$ cat src/rtl/ransac_inlier_engine.sv
// Buffers packed (x,y) points in a local RAM and scores a line model a*x+b*y+c against them,
// counting points whose |residual| is within threshold and remembering the best model tag.
module ransac_inlier_engine #(
    parameter int unsigned COORD_W = 16,
    parameter int unsigned COEF_W  = 16,
    parameter int unsigned DEPTH   = 64,
    parameter int unsigned TAG_W   = 8
) (
    input  logic                       CLOCK_50,
    input  logic                       KEY,
    input  logic [2*COORD_W-1:0]       data_in,
    input  logic                       in_valid,
    output logic                       in_ready,
    input  logic                       load_clear,
    input  logic [COEF_W-1:0]          model_a,
    input  logic [COEF_W-1:0]          model_b,
    input  logic [COORD_W+COEF_W:0]    model_c,
    input  logic [COORD_W+COEF_W:0]    threshold,
    input  logic [TAG_W-1:0]           model_tag,
    input  logic                       start,
    output logic                       busy,
    output logic                       done,
    output logic [$clog2(DEPTH):0]     point_count,
    output logic [$clog2(DEPTH):0]     inlier_count,
    output logic [$clog2(DEPTH):0]     best_count,
    output logic [TAG_W-1:0]           best_tag,
    output logic                       overflow
);

    localparam int unsigned AW  = $clog2(DEPTH);
    localparam int unsigned P_W = COORD_W + COEF_W;
    localparam int unsigned C_W = P_W + 1;
    localparam int unsigned R_W = P_W + 2;

    typedef enum logic [1:0] {StIdle, StEval, StDrain, StDone} state_e;

    state_e                    state_q, state_d;
    logic                      ready_q;
    logic [AW:0]               count_q, count_d;
    logic                      ovf_q, ovf_d;
    logic [AW-1:0]             addr_q, addr_d;
    logic [AW:0]               n_q, n_d;
    logic signed [COEF_W-1:0]  a_q, a_d, b_q, b_d;
    logic signed [C_W-1:0]     c_q, c_d;
    logic [C_W-1:0]            thr_q, thr_d;
    logic [TAG_W-1:0]          tag_q, tag_d;
    logic                      v1_q, v1_d, v2_q, v2_d;
    logic signed [P_W-1:0]     pa_q, pa_d, pb_q, pb_d;
    logic [AW:0]               acc_q, acc_d;
    logic [AW:0]               inlier_q, inlier_d;
    logic [AW:0]               best_q, best_d;
    logic [TAG_W-1:0]          best_tag_q, best_tag_d;

    logic [2*COORD_W-1:0]      mem [DEPTH];
    logic [2*COORD_W-1:0]      rd_q;
    logic                      wr_en;
    logic                      full;
    logic signed [COORD_W-1:0] px, py;
    logic signed [R_W-1:0]     resid;
    logic [R_W-1:0]            mag;
    logic                      hit;

    assign full     = (count_q >= (AW+1)'(DEPTH));
    assign in_ready = ready_q && (state_q == StIdle) && !full;
    assign busy     = (state_q != StIdle);
    assign done     = (state_q == StDone);

    assign point_count  = count_q;
    assign inlier_count = inlier_q;
    assign best_count   = best_q;
    assign best_tag     = best_tag_q;
    assign overflow     = ovf_q;

    assign px = rd_q[2*COORD_W-1:COORD_W];
    assign py = rd_q[COORD_W-1:0];

    // Residual is two bits wider than a product so the sum of two extreme products cannot wrap.
    assign resid = R_W'(pa_q) + R_W'(pb_q) + R_W'(c_q);
    assign mag   = resid[R_W-1] ? R_W'(-resid) : R_W'(resid);
    assign hit   = (mag <= {1'b0, thr_q});

    always_comb begin
        state_d    = state_q;
        count_d    = count_q;
        ovf_d      = ovf_q;
        addr_d     = addr_q;
        n_d        = n_q;
        a_d        = a_q;
        b_d        = b_q;
        c_d        = c_q;
        thr_d      = thr_q;
        tag_d      = tag_q;
        inlier_d   = inlier_q;
        best_d     = best_q;
        best_tag_d = best_tag_q;
        wr_en      = 1'b0;
        v1_d       = 1'b0;
        v2_d       = v1_q;
        pa_d       = P_W'(a_q) * P_W'(px);
        pb_d       = P_W'(b_q) * P_W'(py);
        acc_d      = (v2_q && hit) ? acc_q + 1'b1 : acc_q;

        unique case (state_q)
            StIdle: begin
                if (start) begin
                    a_d    = model_a;
                    b_d    = model_b;
                    c_d    = model_c;
                    thr_d  = threshold;
                    tag_d  = model_tag;
                    n_d    = count_q;
                    addr_d = '0;
                    acc_d  = '0;
                    if (count_q == '0) begin
                        inlier_d = '0;
                        state_d  = StDone;
                    end else begin
                        state_d  = StEval;
                    end
                end else if (load_clear) begin
                    count_d    = '0;
                    ovf_d      = 1'b0;
                    best_d     = '0;
                    best_tag_d = '0;
                end else if (in_valid) begin
                    if (in_ready) begin
                        wr_en   = 1'b1;
                        count_d = count_q + 1'b1;
                    end else if (full) begin
                        ovf_d = 1'b1;
                    end
                end
            end
            StEval: begin
                v1_d   = 1'b1;
                addr_d = addr_q + 1'b1;
                if ({1'b0, addr_q} == n_q - 1'b1) begin
                    state_d = StDrain;
                end
            end
            StDrain: begin
                if (!v1_q && !v2_q) begin
                    state_d  = StDone;
                    inlier_d = acc_q;
                    // Strict compare: an equal score keeps the earlier tag.
                    if (acc_q > best_q) begin
                        best_d     = acc_q;
                        best_tag_d = tag_q;
                    end
                end
            end
            StDone: state_d = StIdle;
        endcase
    end

    always_ff @(posedge CLOCK_50 or negedge KEY) begin
        if (!KEY) begin
            state_q    <= StIdle;
            ready_q    <= 1'b0;
            count_q    <= '0;
            ovf_q      <= 1'b0;
            addr_q     <= '0;
            n_q        <= '0;
            a_q        <= '0;
            b_q        <= '0;
            c_q        <= '0;
            thr_q      <= '0;
            tag_q      <= '0;
            v1_q       <= 1'b0;
            v2_q       <= 1'b0;
            pa_q       <= '0;
            pb_q       <= '0;
            acc_q      <= '0;
            inlier_q   <= '0;
            best_q     <= '0;
            best_tag_q <= '0;
        end else begin
            state_q    <= state_d;
            ready_q    <= 1'b1;
            count_q    <= count_d;
            ovf_q      <= ovf_d;
            addr_q     <= addr_d;
            n_q        <= n_d;
            a_q        <= a_d;
            b_q        <= b_d;
            c_q        <= c_d;
            thr_q      <= thr_d;
            tag_q      <= tag_d;
            v1_q       <= v1_d;
            v2_q       <= v2_d;
            pa_q       <= pa_d;
            pb_q       <= pb_d;
            acc_q      <= acc_d;
            inlier_q   <= inlier_d;
            best_q     <= best_d;
            best_tag_q <= best_tag_d;
        end
    end

    always_ff @(posedge CLOCK_50) begin
        if (wr_en) begin
            mem[count_q[AW-1:0]] <= data_in;
        end
        rd_q <= mem[addr_q];
    end

endmodule

$ cat config.mk
export PLATFORM = sky130hd
export DESIGN_NAME = ransac_inlier_engine
export DESIGN_NICKNAME = d
export VERILOG_FILES = /design/src/rtl/ransac_inlier_engine.sv
export SDC_FILE = /design/constraint.sdc
export NUM_CORES = 2
export LEC_CHECK = 0
export ABC_CLOCK_PERIOD_IN_PS = 15200
export BUFFER_PORTS_ARGS = -buffer_cell sky130_fd_sc_hd__buf_2
export CAP_MARGIN = 20
export CORE_MARGIN = 2
export CORE_UTILIZATION = 39
export CTS_BUF_LIST = sky130_fd_sc_hd__clkbuf_8
export CTS_CLUSTER_DIAMETER = 60
export CTS_CLUSTER_SIZE = 16
export DETAILED_ROUTE_END_ITERATION = 8
export PLACE_DENSITY_LB_ADDON = 0.2
export SETUP_SLACK_MARGIN = 0.05
export SKIP_LAST_GASP = 1
export SLEW_MARGIN = 20
export SYNTH_ARGS = -nofsm -noshare
export SYNTH_HDL_FRONTEND = slang
export SYNTH_SLANG_ARGS = --single-unit
$ cat constraint.sdc
create_clock -name CLOCK_50 -period 15.2 [get_ports CLOCK_50]
set_input_delay 1.52 -clock CLOCK_50 [delete_from_list [all_inputs] [get_ports CLOCK_50]]
set_output_delay 1.52 -clock CLOCK_50 [all_outputs]
set_load 0.02 [all_outputs]
==> metrics.yaml <==
clock_tree:
  clkTransAtPathRegs_ns: 0.09
  clk_path_buf_depth: 4
  cts_buffers: 196
  cts_sinks: 2305
  clkLatencyLatePin_ns: 1.04
  htreeDepth: 4
  hold_buffers: 0
  cts_resized: 0
  cts_setup_buffers: 0
  cts_tree: "done"
  root_buffer: "clkbuf_8"
logic_synthesis:
  synth-seq-cells: 2305
  syn_area_um2: 110300
  synth-async-reset-ratio: 0.09761
  ys_types: 89
  syn-mean-instance-area_um2: 17.10
  synth_common_cells: "edfxtp_1 (2,048), mux4_2 (672), inv_1 (656), nand2_1 (628), fa_1 (558)"
  synth_edf_count: 2048
  synth_top_area_share: 0.5577
  synthFlopType: "edfxtp_1"
  synthCells: 6450
  synth_area_leaders: "edfxtp_1 (56%), mux4_2 (14%), fa_1 (10%)"
  yosysMostFrequentCell: "edfxtp_1"
  yosysTopAreaCell: "edfxtp_1"
  syn_nets: 7397
  yosys_warnings: 0
  yosysSeqAreaShare: 0.6146
sta:
  setup_tns_ns: 0
  drv_slew: 0
  final.setup_skew_ns: 0.1206
  post-route-period-util: 0.4672
  relSlewSlack: 0.2367
  grt_setup_unrepaired: "no"
  period_needed_ns: 7.102
  tightest_slew_ns: 1.145
  finalSetupViolations: 0
  finalHoldViolCount: 0
  max_freq_mhz: 140.8
routing:
  drtIter0Drc: 4696
  ant_nets: 0
  wl_per_cell_um: 25.98
  drc: 0
  via_count: 56110
  vias_per_cell: 5.340
  drt_wl_total_mm: 272.9
  first_pass_iters: 5
floorplanning:
  rows: 195
  die_y_um: 535.7
  ioPinCount: 176
  die-area_um2: 287000
  die_w_um: 535.7
  core_region_area_um2: 281800
  start_util: 0.3913
worst_setup_path:
  crit_arrival_ns: 7.93
  worstSetupEndpointType: "flop"
  r2r_end: "acc_q[0]"
  r2r_cells: 28
  cp.required_ns: 16.03
  crit_fanout: 8
  path_class: "reg2reg"
  max_stage_delay_ns: 0.63
  crit_slowest_cell: "o21ai_1"
  start_kind: "flop"
  r2r-start: "pa_q[1]"
  ff2ff_setup_slack_ns: 8.10
grt:
  grt_max_degree: 137
  grt_pass1_vias: 59480
  antenna_found_initial: 22
  grt_util_all_layers: 0.1924
  grt_remaining_overflow: 0
  grt_pass1_wl_mm: 406.2
min_path:
  hold_path_end: "tag_q[1]"
  hold_start: "tag_q[1]"
  holdPathStages: 2
  hold_class: "reg2reg"
outcome:
  status: "finished, final reports clean"
finish:
  nets: 7599
  n_fill_cell: 25020
  syn_to_final_growth_pct: 8.752
  drive_gt1_frac: 0.1978
flow_run:
  maxCapViolCount: 0
placement:
  place_hpwl_mm: 170.2
  globalplace.congestion: 0.8283
  port_buffers: 175
==> kinds of logic after synthesis <==
kind of cell	synth area share
DFF	0.6146
and+or+nand+nor	0.05141
buffers and inverters	0.03182
adders and majority gates	0.1292
muxes	0.1398
AOI/OAI and AO/OA	0.02162
xor gates and xnor gates	0.01151
other	0.00003401
==> flip-flops by register name, indices dropped and copies added, names as in the netlist <==
name,flops
a_q,16
acc_q,7
addr_q,6
b_q,16
best_count,7
best_tag,8
c_q,33
inlier_count,7
mem,2048
n_q,7
overflow,1
pa_q,32
pb_q,32
point_count,7
rd_q,32
ready_q,1
state_q,2
tag_q,8
thr_q,33
v1_q,1
v2_q,1
==> worst max-delay path by stage <==
stage          cells after the start  slack (ns)        to     from
2_1_floorplan                     21        8.98  pb_q[31]  b_q[15]
3_3_place_gp                      28        8.10  acc_q[0]   c_q[1]
3_5_place_dp                      28        8.11  acc_q[0]  pa_q[1]
4_1_cts                           28        8.06  acc_q[0]  pa_q[1]
5_1_grt                           28        7.57  acc_q[0]   c_q[1]
6_report                          28        8.10  acc_q[0]  pa_q[1]
==> worst max-delay path: cells and delay by family (launching register included) <==
family | cells | cell delay (ns)
DFF | 1 | 0.38
AOI/OAI and AO/OA | 13 | 2.75
xor gates and xnor gates | 2 | 0.29
buffers and inverters | 3 | 0.23
adders and majority gates | 4 | 1.32
and+or+nand+nor | 6 | 2.03
==> cells in the final DEF (no fill, tap or decap), types with 97 or more instances in the layout <==
cell      instances
mux4_2          672
nand2_1         627
edfxtp_1       2048
and2_1          225
ha_1            246
clkbuf_8        204
xnor2_1          97
a21oi_1         108
buf_2           144
fa_1            558
dfrtp_1         219
inv_1           694
buf_4           122
==> per-layer routing <==
metal,vias up,GRT usage,wire [µm]
met5,-,0,27
met4,4,0.04187,5681
met3,339,0.02406,13370
met2,1383,0.3315,138100
met1,30310,0.2614,115800
li1,24080,-,-
==> metrics by stage <==
step	utilization	worst slack, ns	instance area [µm²]	instances	hold slack [ns]
floorplan	-	8.979	110300	6450	0.3703
global placement	0.4120	8.102	116100	10200	0.4598
detailed placement	0.4120	8.108	116100	10200	0.4663
CTS	0.4250	8.060	119800	10500	0.4859
global route	0.4255	7.571	119900	10500	0.5054
finish	0.4255	8.098	119900	10510	0.4869
==> area by class of cell <==
| cell class | instances | area (µm²) | share of cell area |
|---|---|---|---|
| Inverter | 656 | 2462 | 0.02053 |
| Tap cell | 3743 | 4683 | 0.03905 |
| Timing Repair Buffer | 276 | 1822 | 0.01519 |
| Sequential cell | 2305 | 67790 | 0.5653 |
| Multi-Input combinational cell | 3217 | 39470 | 0.3292 |
| Clock buffer | 204 | 2808 | 0.02341 |
| Clock inverter | 96 | 849.6 | 0.007085 |
| Antenna cell | 11 | 27.53 | 0.0002295 |
Power is not shown: default switching activity piles up to over one toggle a cycle in this logic, so the estimate is an artifact.
